[src/rtl/rv32ima_pkg.sv]
// Shared types for the memory arbiter: FSM states, access widths and decode helpers.
package rv32ima_pkg;

  typedef enum logic [1:0] {
    IDLE = 2'd0,
    BUSY = 2'd1,
    RESP = 2'd2
  } arb_state_t;

  typedef enum logic [1:0] {
    BYTE = 2'd0,
    HALF = 2'd1,
    WORD = 2'd2
  } mem_width_t;

  // Both 2'b10 and 2'b11 encode a full word.
  function automatic mem_width_t decode_width(input logic [1:0] w);
    case (w)
      2'b00:   return BYTE;
      2'b01:   return HALF;
      default: return WORD;
    endcase
  endfunction

  function automatic logic is_misaligned(input mem_width_t w, input logic [1:0] a);
    case (w)
      BYTE:    return 1'b0;
      HALF:    return a[0];
      default: return (a != 2'b00);
    endcase
  endfunction

endpackage

[src/rtl/mem_lane_align.sv]
// Byte-lane steering: write strobes, store-data replication and load shift/mask.
module mem_lane_align
  import rv32ima_pkg::*;
(
  input  logic [1:0]  i_addr_lo,
  input  mem_width_t  i_width,
  input  logic        i_is_write,
  input  logic [31:0] i_store,
  input  logic [31:0] i_rdata,
  output logic [3:0]  o_wstrb,
  output logic [31:0] o_wdata,
  output logic [31:0] o_load
);

  logic [31:0] w_shifted;

  always_comb begin
    w_shifted = i_rdata >> {i_addr_lo, 3'b000};
    o_wstrb   = 4'b1111;
    o_wdata   = i_store;
    o_load    = w_shifted;
    case (i_width)
      BYTE: begin
        o_wstrb = 4'b0001 << i_addr_lo;
        o_wdata = {4{i_store[7:0]}};
        o_load  = {24'h0, w_shifted[7:0]};
      end
      HALF: begin
        o_wstrb = 4'b0011 << i_addr_lo;
        o_wdata = {2{i_store[15:0]}};
        o_load  = {16'h0, w_shifted[15:0]};
      end
      default: ;
    endcase
    // Reads never assert any byte enable.
    if (!i_is_write) o_wstrb = 4'b0000;
  end

endmodule

[src/rtl/mem_arbiter.sv]
// Two-port (fetch/data) arbiter onto a single RAM port with an IDLE->BUSY->RESP FSM.
// Optional BUSY timeout is enabled by defining MEM_ARB_TIMEOUT_EN.
module mem_arbiter
  import rv32ima_pkg::*;
#(
  parameter int unsigned TIMEOUT_CYCLES = 64
) (
  input  logic        clk,
  input  logic        rst,
  input  logic        imem_ren,
  input  logic [31:0] imem_addr,
  input  logic        dmem_ren,
  input  logic        dmem_wen,
  input  logic [31:0] dmem_addr,
  input  logic [31:0] dmem_store,
  input  logic [1:0]  dmem_width,
  output logic        ihit,
  output logic [31:0] imem_load,
  output logic        dhit,
  output logic [31:0] dmem_load,
  output logic        fault,
  output logic        ram_req,
  output logic        ram_we,
  output logic [31:0] ram_addr,
  output logic [3:0]  ram_wstrb,
  output logic [31:0] ram_wdata,
  input  logic [31:0] ram_rdata,
  input  logic        ram_ack,
  output arb_state_t  dbg_state
);

  // Handshake: ram_req stays high with stable addr/we/wstrb/wdata for the whole
  // BUSY state; a single-cycle ram_ack while BUSY completes the access.

  arb_state_t r_state, w_next;
  logic [31:0] r_addr, r_store, r_imem_load, r_dmem_load;
  mem_width_t  r_width;
  logic        r_we, r_is_d, r_fault;
  logic        w_d_req, w_d_mis, w_timeout;
  mem_width_t  w_d_width;
  logic [3:0]  w_wstrb;
  logic [31:0] w_wdata, w_load;

  assign w_d_req   = dmem_ren | dmem_wen;
  assign w_d_width = decode_width(dmem_width);
  assign w_d_mis   = is_misaligned(w_d_width, dmem_addr[1:0]);

`ifdef MEM_ARB_TIMEOUT_EN
  localparam int CW = $clog2(TIMEOUT_CYCLES) + 1;
  logic [CW-1:0] r_busy_cnt;

  always_ff @(posedge clk) begin
    if (rst || r_state != BUSY) r_busy_cnt <= '0;
    else                        r_busy_cnt <= r_busy_cnt + 1'b1;
  end

  assign w_timeout = (r_state == BUSY) && (r_busy_cnt == CW'(TIMEOUT_CYCLES - 1));
`else
  assign w_timeout = 1'b0;
`endif

  mem_lane_align u_lane (
    .i_addr_lo  (r_addr[1:0]),
    .i_width    (r_width),
    .i_is_write (r_we),
    .i_store    (r_store),
    .i_rdata    (ram_rdata),
    .o_wstrb    (w_wstrb),
    .o_wdata    (w_wdata),
    .o_load     (w_load)
  );

  always_comb begin
    w_next = r_state;
    case (r_state)
      IDLE: begin
        if (w_d_req)       w_next = w_d_mis ? RESP : BUSY;
        else if (imem_ren) w_next = BUSY;
      end
      BUSY:    if (ram_ack || w_timeout) w_next = RESP;
      RESP:    w_next = IDLE;
      default: w_next = IDLE;
    endcase
  end

  always_ff @(posedge clk) begin
    if (rst) begin
      r_state     <= IDLE;
      r_addr      <= '0;
      r_store     <= '0;
      r_width     <= WORD;
      r_we        <= 1'b0;
      r_is_d      <= 1'b0;
      r_fault     <= 1'b0;
      r_imem_load <= '0;
      r_dmem_load <= '0;
    end else begin
      r_state <= w_next;
      case (r_state)
        IDLE: begin
          if (w_d_req) begin
            r_addr  <= dmem_addr;
            r_store <= dmem_store;
            r_width <= w_d_width;
            r_we    <= dmem_wen;
            r_is_d  <= 1'b1;
            r_fault <= w_d_mis;
            if (w_d_mis) r_dmem_load <= '0;
          end else if (imem_ren) begin
            r_addr  <= imem_addr & 32'hFFFF_FFFC;
            r_store <= '0;
            r_width <= WORD;
            r_we    <= 1'b0;
            r_is_d  <= 1'b0;
            r_fault <= 1'b0;
          end
        end
        BUSY: begin
          if (ram_ack) begin
            r_fault <= 1'b0;
            if (!r_is_d)   r_imem_load <= w_load;
            else if (!r_we) r_dmem_load <= w_load;
          end else if (w_timeout) begin
            r_fault <= 1'b1;
            if (r_is_d) r_dmem_load <= '0;
            else        r_imem_load <= '0;
          end
        end
        default: ;
      endcase
    end
  end

  assign ram_req   = (r_state == BUSY);
  assign ram_we    = ram_req & r_we;
  assign ram_addr  = {r_addr[31:2], 2'b00};
  assign ram_wstrb = ram_req ? w_wstrb : 4'b0000;
  assign ram_wdata = w_wdata;
  assign ihit      = (r_state == RESP) & ~r_is_d;
  assign dhit      = (r_state == RESP) & r_is_d;
  assign fault     = (r_state == RESP) & r_fault;
  assign imem_load = r_imem_load;
  assign dmem_load = r_dmem_load;
  assign dbg_state = r_state;

endmodule

[config.mk]
export PLATFORM = sky130hd
export DESIGN_NAME = mem_arbiter
export DESIGN_NICKNAME = d
export VERILOG_FILES = /design/src/rtl/rv32ima_pkg.sv /design/src/rtl/mem_lane_align.sv /design/src/rtl/mem_arbiter.sv
export SDC_FILE = /design/constraint.sdc
export NUM_CORES = 1
export LEC_CHECK = 0
export CAP_MARGIN = 15
export CORE_ASPECT_RATIO = 1.5
export CORE_MARGIN = 5
export CORE_UTILIZATION = 42
export DETAILED_ROUTE_END_ITERATION = 10
export GPL_TIMING_DRIVEN = 0
export PLACE_DENSITY = 0.85
export SYNTH_ARGS = -nofsm -noshare
export SYNTH_HDL_FRONTEND = slang
export SYNTH_SLANG_ARGS = --single-unit
[constraint.sdc]
create_clock -name clk -period 2 [get_ports clk]
set_input_delay 0.2 -clock clk [delete_from_list [all_inputs] [get_ports clk]]
set_output_delay 0.2 -clock clk [all_outputs]
set_load 0.01 [all_outputs]
==> summary.md, run 1 <==
| Metric | Value |
|---|---|
| Status | `finished clean` |
| Hold path cells | `4` |
| Initial Utilization | `42.8%` |
| H-tree levels | `4` |
| Post-layout nets | `1139` |
| Sequential-to-total area share from yosys stat | `43.3%` |
| Initial antenna violation count | `0` |
| DIE WIDTH | `110 um` |
| CTS tree | `yes` |
| Root buf cell | `clkbuf_16` |
| Required time of the critical path | `1.80 ns` |
| Asr flop ratio synth | `0%` |
| IO Pins | `275` |
| Synthesized flop and latch total | `135` |
| Worst skew pair latency | `0.42 ns` |
| Final antenna-violating net count | `0` |
| Overall Global Routing Usage | `25.2%` |
| Post-Syn Area | `6250 um^2` |
| Routability cong. | `around 0.86` |
| WL/cell | `around 19 um` |
| Reg-to-reg critical path endpoint | `dmem_load[12]` |
| Worst slew margin | `33.3%` |
| LEAKAGE | `3.97 nW` |
| Yosys cell types | `41` |
| Syn avg cell area | `8.79 um^2` |
| Number of remaining DRC errors | `0` |
| RSZ-0062 raised after global routing | `yes` |
| Max Cap Viol | `0` |
| Worst Path Arrival | `1.80 ns` |
| First-pass GRT wire length | `34200 um` |
| FF-to-FF setup slack | `0.05 ns` |
| Core Box Area | `14600 um^2` |
| Startpoint types | `register` |
| Commonest non-fill, non-tap cell in the layout | `clkdlybuf4s50_1` |
| Overflow after GRT | `0` |
| Fmax | `0.500 GHz` |
| # clock sinks | `135` |
| DIE HEIGHT | `159 um` |
| Pwr dens | `approximately 840 nW/um^2` |
| Kind of critical path | `reg2out` |
| Area of the die | `17500 um^2` |
| Fin Setup TNS | `0 ns` |
| Final period utilization | `between 90 and 100%` |
| Yosys warns | `0` |
| Final Slew Violations | `0` |
| Layout cells sized above 1 | `14.6%` |
| Post-synthesis cell count | `711` |
| Row cnt | `54` |
| Hpwl dp | `17000 um` |
| Final hold violation count | `0` |
| Clock skew | `0.0120 ns` |
| Area delta synth->final | `57.6%` |
| Finished layout cell area | `just under 10000 um^2` |
| Vias/cell | `5.29` |
| Antenna cell count | `0` |
| Worst slew pin tran | `0.992 ns` |
| Final min period | `2.00 ns` |
| Via count | `~6400` |
| Worst-path fanout max | `8` |
| R2r startpoint | `r_width[1]` |
| Vias in the first global route | `6305` |
| Most frequent cells in the layout | `clkdlybuf4s50_1, dfxtp_1, nand2_1` |
| Total Wirelength | `22500 um` |
| R2R depth | `6` |
| Filler Cell Count | `1234` |
| Critical hold path startpoint | `rst` |
| Hold buffer count at CTS | `0` |
| # setup viols final | `0` |
| DR iter-0 viols | `288` |
| Post-synth EDFFs | `0` |
| HP Class | `in2reg` |
| Clk pin slew, worst setup/hold paths | `0.07 ns` |
| Port Buffer Count | `269` |
| Largest net degree at the start of global routing | `17` |
| Most used DFF post-synth | `dfxtp_1` |
| 1st-pass router iterations | `5` |
| Num CTS Buffers | `17` |
| Hold Crit Endpoint | `dmem_load[27]` |
| CTS max path bufs | `2` |
| Hold WS | `0.329 ns` |
| Max VDD drop | `roughly 520 uV` |
| Critical path endpoint category | `output port` |
| Dpl cell area | `9190 um^2` |
[what timing repair did]
item / in CTS / in global routing
buffers inserted: 5 / 0
resized for setup: 64 / 7
pin swaps: 2 / 1
setup endpoints to repair: 31 / 25
cloned: 1 / 0
[worst max-delay path: stages, from the launching register on]
cell,delay (ns)
dfxtp_1,0.31
buf_6,0.14
buf_12,0.14
nor2_4,0.14
mux2_2,0.37
dlygate4sd2_1,0.29
[per-layer routing]
metal	track usage, %	vias to the layer above	wire length (um)
li1	-	3041	-
met1	28.7	3033	8390
met2	43.7	279	11500
met3	5.60	56	1590
met4	11.7	0	962
met5	0	-	0
[how the worst max path moves through the flow]
stage / start / end / cells after the start
4_1_cts: r_addr[0] / ram_wstrb[3] / 6
2_1_floorplan: dbg_state[1] / dmem_load[21] / 5
6_report: r_width[1] / ram_wdata[8] / 5
3_5_place_dp: dmem_wen / dmem_load[12] / 6
5_1_grt: r_width[1] / ram_wdata[8] / 5
3_3_place_gp: dmem_wen / dmem_load[8] / 6
[sequential cells by signal, indices dropped and copies added, names as in the netlist]
| name | flops |
|---|---|
| dbg_state | 2 |
| r_is_d | 1 |
| r_fault | 1 |
| r_width | 2 |
| imem_load | 32 |
| r_we | 1 |
| r_store | 32 |
| r_addr | 32 |
| dmem_load | 32 |
[cell usage after synthesis (all sizes together), types with 10 or more instances]
cell | n | area, um^2
a21oi | 34 | 181
a22o | 17 | 149
a22oi | 43 | 323
a311oi | 30 | 263
buf | 60 | 409
clkbuf | 35 | 131
dfxtp | 135 | 2700
mux2 | 24 | 270
mux2i | 48 | 480
nand2 | 120 | 450
nand2b | 19 | 126
nand3 | 17 | 85.1
nor2 | 85 | 337
o21ai | 10 | 50.0
[metrics by stage]
stage          instances  util, %  power, mW  setup slack, ns
2_1_floorplan        712        -       4.13            0.483
3_3_place_gp        1177     63.0       5.09           -0.306
3_5_place_dp        1177     63.0       5.12           -0.326
4_1_cts             1212     67.5       8.28          0.00388
5_1_grt             1211     67.5       8.56          -0.0242
6_report            1211     67.5       8.26         0.000364
[power by group]
part | internal (mW) | switching (mW)
Sequential | 2.89 | 0.144
Clock | 1.87 | 1.32
Combinational | 1.06 | 0.981
Total | 5.82 | 2.45
[area by class of cell]
type,instances,area (um^2),share of cell area (%)
Tap cell,196,245,2.49
Buffer,92,568,5.77
Timing Repair Buffer,274,2700,27.4
Clock inverter,14,164,1.66
Multi-Input combinational cell,478,3010,30.6
Inverter,5,20.0,0.203
Sequential cell,135,2710,27.6
Clock buffer,17,425,4.32
[cell families (layout without fill, tap and decap cells)]
kind of cell,Yosys count,in the layout,share of synthesized area [%]
AND/OR/NAND/NOR,256,257,18.3
AO/OA/AOI/OAI,147,147,17.4
other,1,2,0.0600
buffers and inverters,100,402,8.95
flip-flops,135,135,43.3
multiplexers,72,72,12.0
(Power assumes the default switching activity.)
==> inputs of run 2 (changes only) <==
--- a/config.mk
+++ b/config.mk
@@ -5,13 +5,14 @@
 export SDC_FILE = /design/constraint.sdc
 export NUM_CORES = 1
 export LEC_CHECK = 0
+export ABC_AREA = 1
 export CAP_MARGIN = 15
 export CORE_ASPECT_RATIO = 1.5
 export CORE_MARGIN = 5
-export CORE_UTILIZATION = 42
+export CORE_UTILIZATION = 30
 export DETAILED_ROUTE_END_ITERATION = 10
 export GPL_TIMING_DRIVEN = 0
-export PLACE_DENSITY = 0.85
+export PLACE_DENSITY = 0.64
 export SYNTH_ARGS = -nofsm -noshare
 export SYNTH_HDL_FRONTEND = slang
 export SYNTH_SLANG_ARGS = --single-unit
==> summary.md, run 2 <==
| Metric | Value |
|---|---|
| Fmax | `0.527 GHz (+5.3%)` |
| Most frequent cells in the layout | `nand2_1, clkdlybuf4s50_1, nand3_1` |
| Cell taking the most area after synthesis | `dfxtp_1` |
| Vias in the first global route | `7472 (+19%)` |
| Internal power | `6.43 mW (+11%)` |
| Hold buffer count at CTS | `0 (unchanged)` |
| R2r startpoint | `r_addr[1]` |
| IO Pins | `275 (unchanged)` |
| Synth Area in Adders | `0% (unchanged)` |
| Multiplexer share of the synthesized area | `0% (-12 points)` |
| Kind of critical path | `reg2out` |
| Final worst slack | `0.102 ns (+0.101 ns)` |
| Synth top area cells | `dfxtp_1, nand2_1, nand3_1` |
| DIE WIDTH | `132 um (+20%)` |
| Max Cap Viol | `0 (unchanged)` |
| Yosys top cell area share | `40.4% (-2.8 points)` |
| Post-synthesis cell count | `982 (+38%)` |
| Layout cells sized above 1 | `11.6% (-3.0 points)` |
| Yosys warns | `0 (unchanged)` |
| LEAKAGE | `4.69 nW (+18%)` |
| Yosys cell types | `22 (-46%)` |
| Overall Global Routing Usage | `21.0% (-4.2 points)` |
| Filler Cell Count | `2339 (+90%)` |
| FF-to-FF setup slack | `0.21 ns (+0.16 ns)` |
| R2R depth | `9 (+3)` |
| Most used DFF post-synth | `dfxtp_1` |
| WL/cell | `17.5 um (-5.5%)` |
| Final Slew Violations | `0 (unchanged)` |
| Commonest non-fill, non-tap cell in the layout | `nand2_1` |
| Syn avg cell area | `6.81 um^2 (-23%)` |
| Tot Pwr | `9.50 mW (+15%)` |
| Final antenna-violating net count | `0 (unchanged)` |
| Status | `finished clean` |
| Num CTS Buffers | `17 (unchanged)` |
| Clock share of power | `33.7% (-4.9 points)` |
| Number of remaining DRC errors | `0 (unchanged)` |
| Max VDD drop | `504 uV (-2.5%)` |
| Required time of the critical path | `1.80 ns (about the same)` |
| Routability cong. | `0.910 (+5.8%)` |
| Worst Path Arrival | `1.70 ns (-0.10 ns)` |
| Sequential-to-total area share from yosys stat | `40.4% (-2.8 points)` |
| Initial Utilization | `30.2% (-13 points)` |
| Row cnt | `67 (+24%)` |
| First-pass GRT wire length | `41700 um (+22%)` |
| Area delta synth->final | `56.3%` |
| Core Box Area | `22100 um^2 (+52%)` |
| Total Wirelength | `27400 um (+22%)` |
| Hold Crit Endpoint | `r_store[11]` |
| Switching share of power | `32.2% (+2.6 points)` |
| Switch Pwr | `3.06 mW (+25%)` |
| DR iter-0 viols | `485 (+68%)` |
| 1st-pass router iterations | `5 (unchanged)` |
| Compound-Gate Fraction of Synth Area | `15.5% (-1.9 points)` |
| Critical path endpoint category | `output port` |
| Clock skew | `0.0136 ns (+0.00157 ns)` |
| # setup viols final | `0 (unchanged)` |
| Worst skew pair latency | `0.42 ns (about the same)` |
| Startpoint types | `register` |
| Hold path cells | `3 (-1)` |
| Worst path cell trace | `inv_2 -> nand2_4 -> inv_6 -> clkbuf_8 -> o21ai_1 -> dlygate4sd2_1` |
| Via count | `7553 (+18%)` |
| Pre-CTS setup slack | `-0.389 ns (-0.0630 ns)` |
| Hold WS | `0.357 ns (+0.0273 ns)` |
| Area of the die | `25400 um^2 (+46%)` |
| Final hold violation count | `0 (unchanged)` |
| Synth cell count leaders | `nand2_1, nand3_1, dfxtp_1` |
| RSZ-0062 raised after global routing | `no` |
| Final Util | `47.2% (-20 points)` |
| Pwr dens | `909 nW/um^2 (+8.4%)` |
| Xor and xnor area share after synthesis | `0% (unchanged)` |
| Crit path largest cell delay | `0.40 ns (+0.03 ns)` |
| H-tree levels | `4 (unchanged)` |
| Worst-path fanout max | `10 (+2)` |
| Slowest stage cell on the critical path | `dfxtp_4` |
| Post-synth EDFFs | `0 (unchanged)` |
| Antenna cell count | `0 (unchanged)` |
| Largest net degree at the start of global routing | `17 (unchanged)` |
| Final min period | `1.90 ns (-0.101 ns)` |
| Hpwl dp | `21700 um (+28%)` |
| Port Buffer Count | `270 (+0.37%)` |
| Vias/cell | `4.84 (-8.6%)` |
| Initial antenna violation count | `0 (unchanged)` |
| Clk pin slew, worst setup/hold paths | `0.07 ns (about the same)` |
| Root buf cell | `clkbuf_16` |
| Sequential power share | `34.2% (-2.5 points)` |
| Worst slew pin tran | `0.571 ns (-0.421 ns)` |
| Overflow after GRT | `0 (unchanged)` |
| Combinational Power Share | `32.1% (+7.5 points)` |
| Reg-to-reg critical path endpoint | `dmem_load[1]` |
| Finished layout cell area | `10400 um^2 (+6.1%)` |
| HP Class | `in2reg` |
| Worst slew margin | `61.9% (+29 points)` |
| Simple-gate share of the synthesized area | `32.2% (+14 points)` |
| CTS max path bufs | `2 (unchanged)` |
| Asr flop ratio synth | `0% (unchanged)` |
| Dpl cell area | `9730 um^2 (+5.9%)` |
| Post-Syn Area | `6680 um^2 (+7.0%)` |
| Synthesized flop and latch total | `135 (unchanged)` |
| Final period utilization | `94.9% (-5.1 points)` |
| Count leader, synth | `nand2_1` |
| # clock sinks | `135 (unchanged)` |
| CTS tree | `yes` |
| Critical hold path startpoint | `dmem_store[11]` |
| Main combinational cell family by area after synthesis | `simple AND/OR/NAND/NOR gates` |
| Post-layout nets | `1411 (+24%)` |
| DIE HEIGHT | `193 um (+21%)` |
-- run 2: worst max-delay path by stage --
stage	start	to	slack, ns	depth (start not counted)
6_report	r_width[1]	ram_wdata[11]	0.10	6
5_1_grt	r_addr[0]	ram_wstrb[1]	0.001	6
4_1_cts	r_addr[0]	ram_wstrb[2]	0.0008	7
3_5_place_dp	r_width[1]	ram_wdata[31]	-0.39	5
3_3_place_gp	r_width[1]	ram_wdata[31]	-0.38	5
2_1_floorplan	dbg_state[0]	ram_wstrb[1]	0.44	6
-- run 2: cell type report --
class | instances | area [um^2] | area share (%)
timing repair buffer | 276 | 2710 | 25.9
sequential | 135 | 2710 | 26.0
buffer | 109 | 678 | 6.49
clock buffer | 20 | 467 | 4.47
clock inverter | 10 | 121 | 1.16
inverter | 41 | 170 | 1.63
multi-input combinational | 695 | 3250 | 31.1
tap | 276 | 345 | 3.31
-- run 2: cells by family (layout without fill, tap and decap cells) --
group / after synthesis / after routing
flops: 135 / 135
compound gates: 173 / 173
simple gates: 520 / 520
buf+inv: 153 / 456
other cells: 1 / 2
-- run 2: power by group through the flow --
| stage | sequential [mW] | clock (mW) | combinational [mW] |
|---|---|---|---|
| after floorplan | 3.34 | 0 | 1.53 |
| after global placement | 3.30 | 0 | 3.04 |
| after detailed placement | 3.30 | 0 | 3.05 |
| after CTS | 3.25 | 3.24 | 3.08 |
| after global routing | 3.29 | 3.36 | 3.35 |
| final | 3.25 | 3.20 | 3.05 |
-- run 2: per-layer routing --
metal / vias up / global-route usage (%) / routed length [um]
li1: 3776 / - / -
met1: 3444 / 22.7 / 10300
met2: 277 / 38.7 / 14500
met3: 56 / 4.67 / 1450
met4: 0 / 9.46 / 1160
met5: - / 0 / 0
-- run 2: through the flow --
stage / instances / TNS [ns]
4_1_cts: 1562 / 0
3_3_place_gp: 1529 / -15.30
3_5_place_dp: 1529 / -16.78
5_1_grt: 1562 / 0
2_1_floorplan: 983 / 0
6_report: 1562 / 0
-- run 2: critical path, delay by kind of cell (launching register included) --
kind,cells,cell delay [ns]
AOI/OAI and AO/OA,1,0.17
buffers and inverters,4,0.59
DFF,1,0.40
and+or+nand+nor,1,0.13
-- run 2: repair_timing --
item | CTS | global route
endpoints found under the setup margin | 32 | 17
setup buffers | 5 | 1
gates cloned | 0 | 0
resized for setup | 88 | 19
pin swaps | 3 | 2
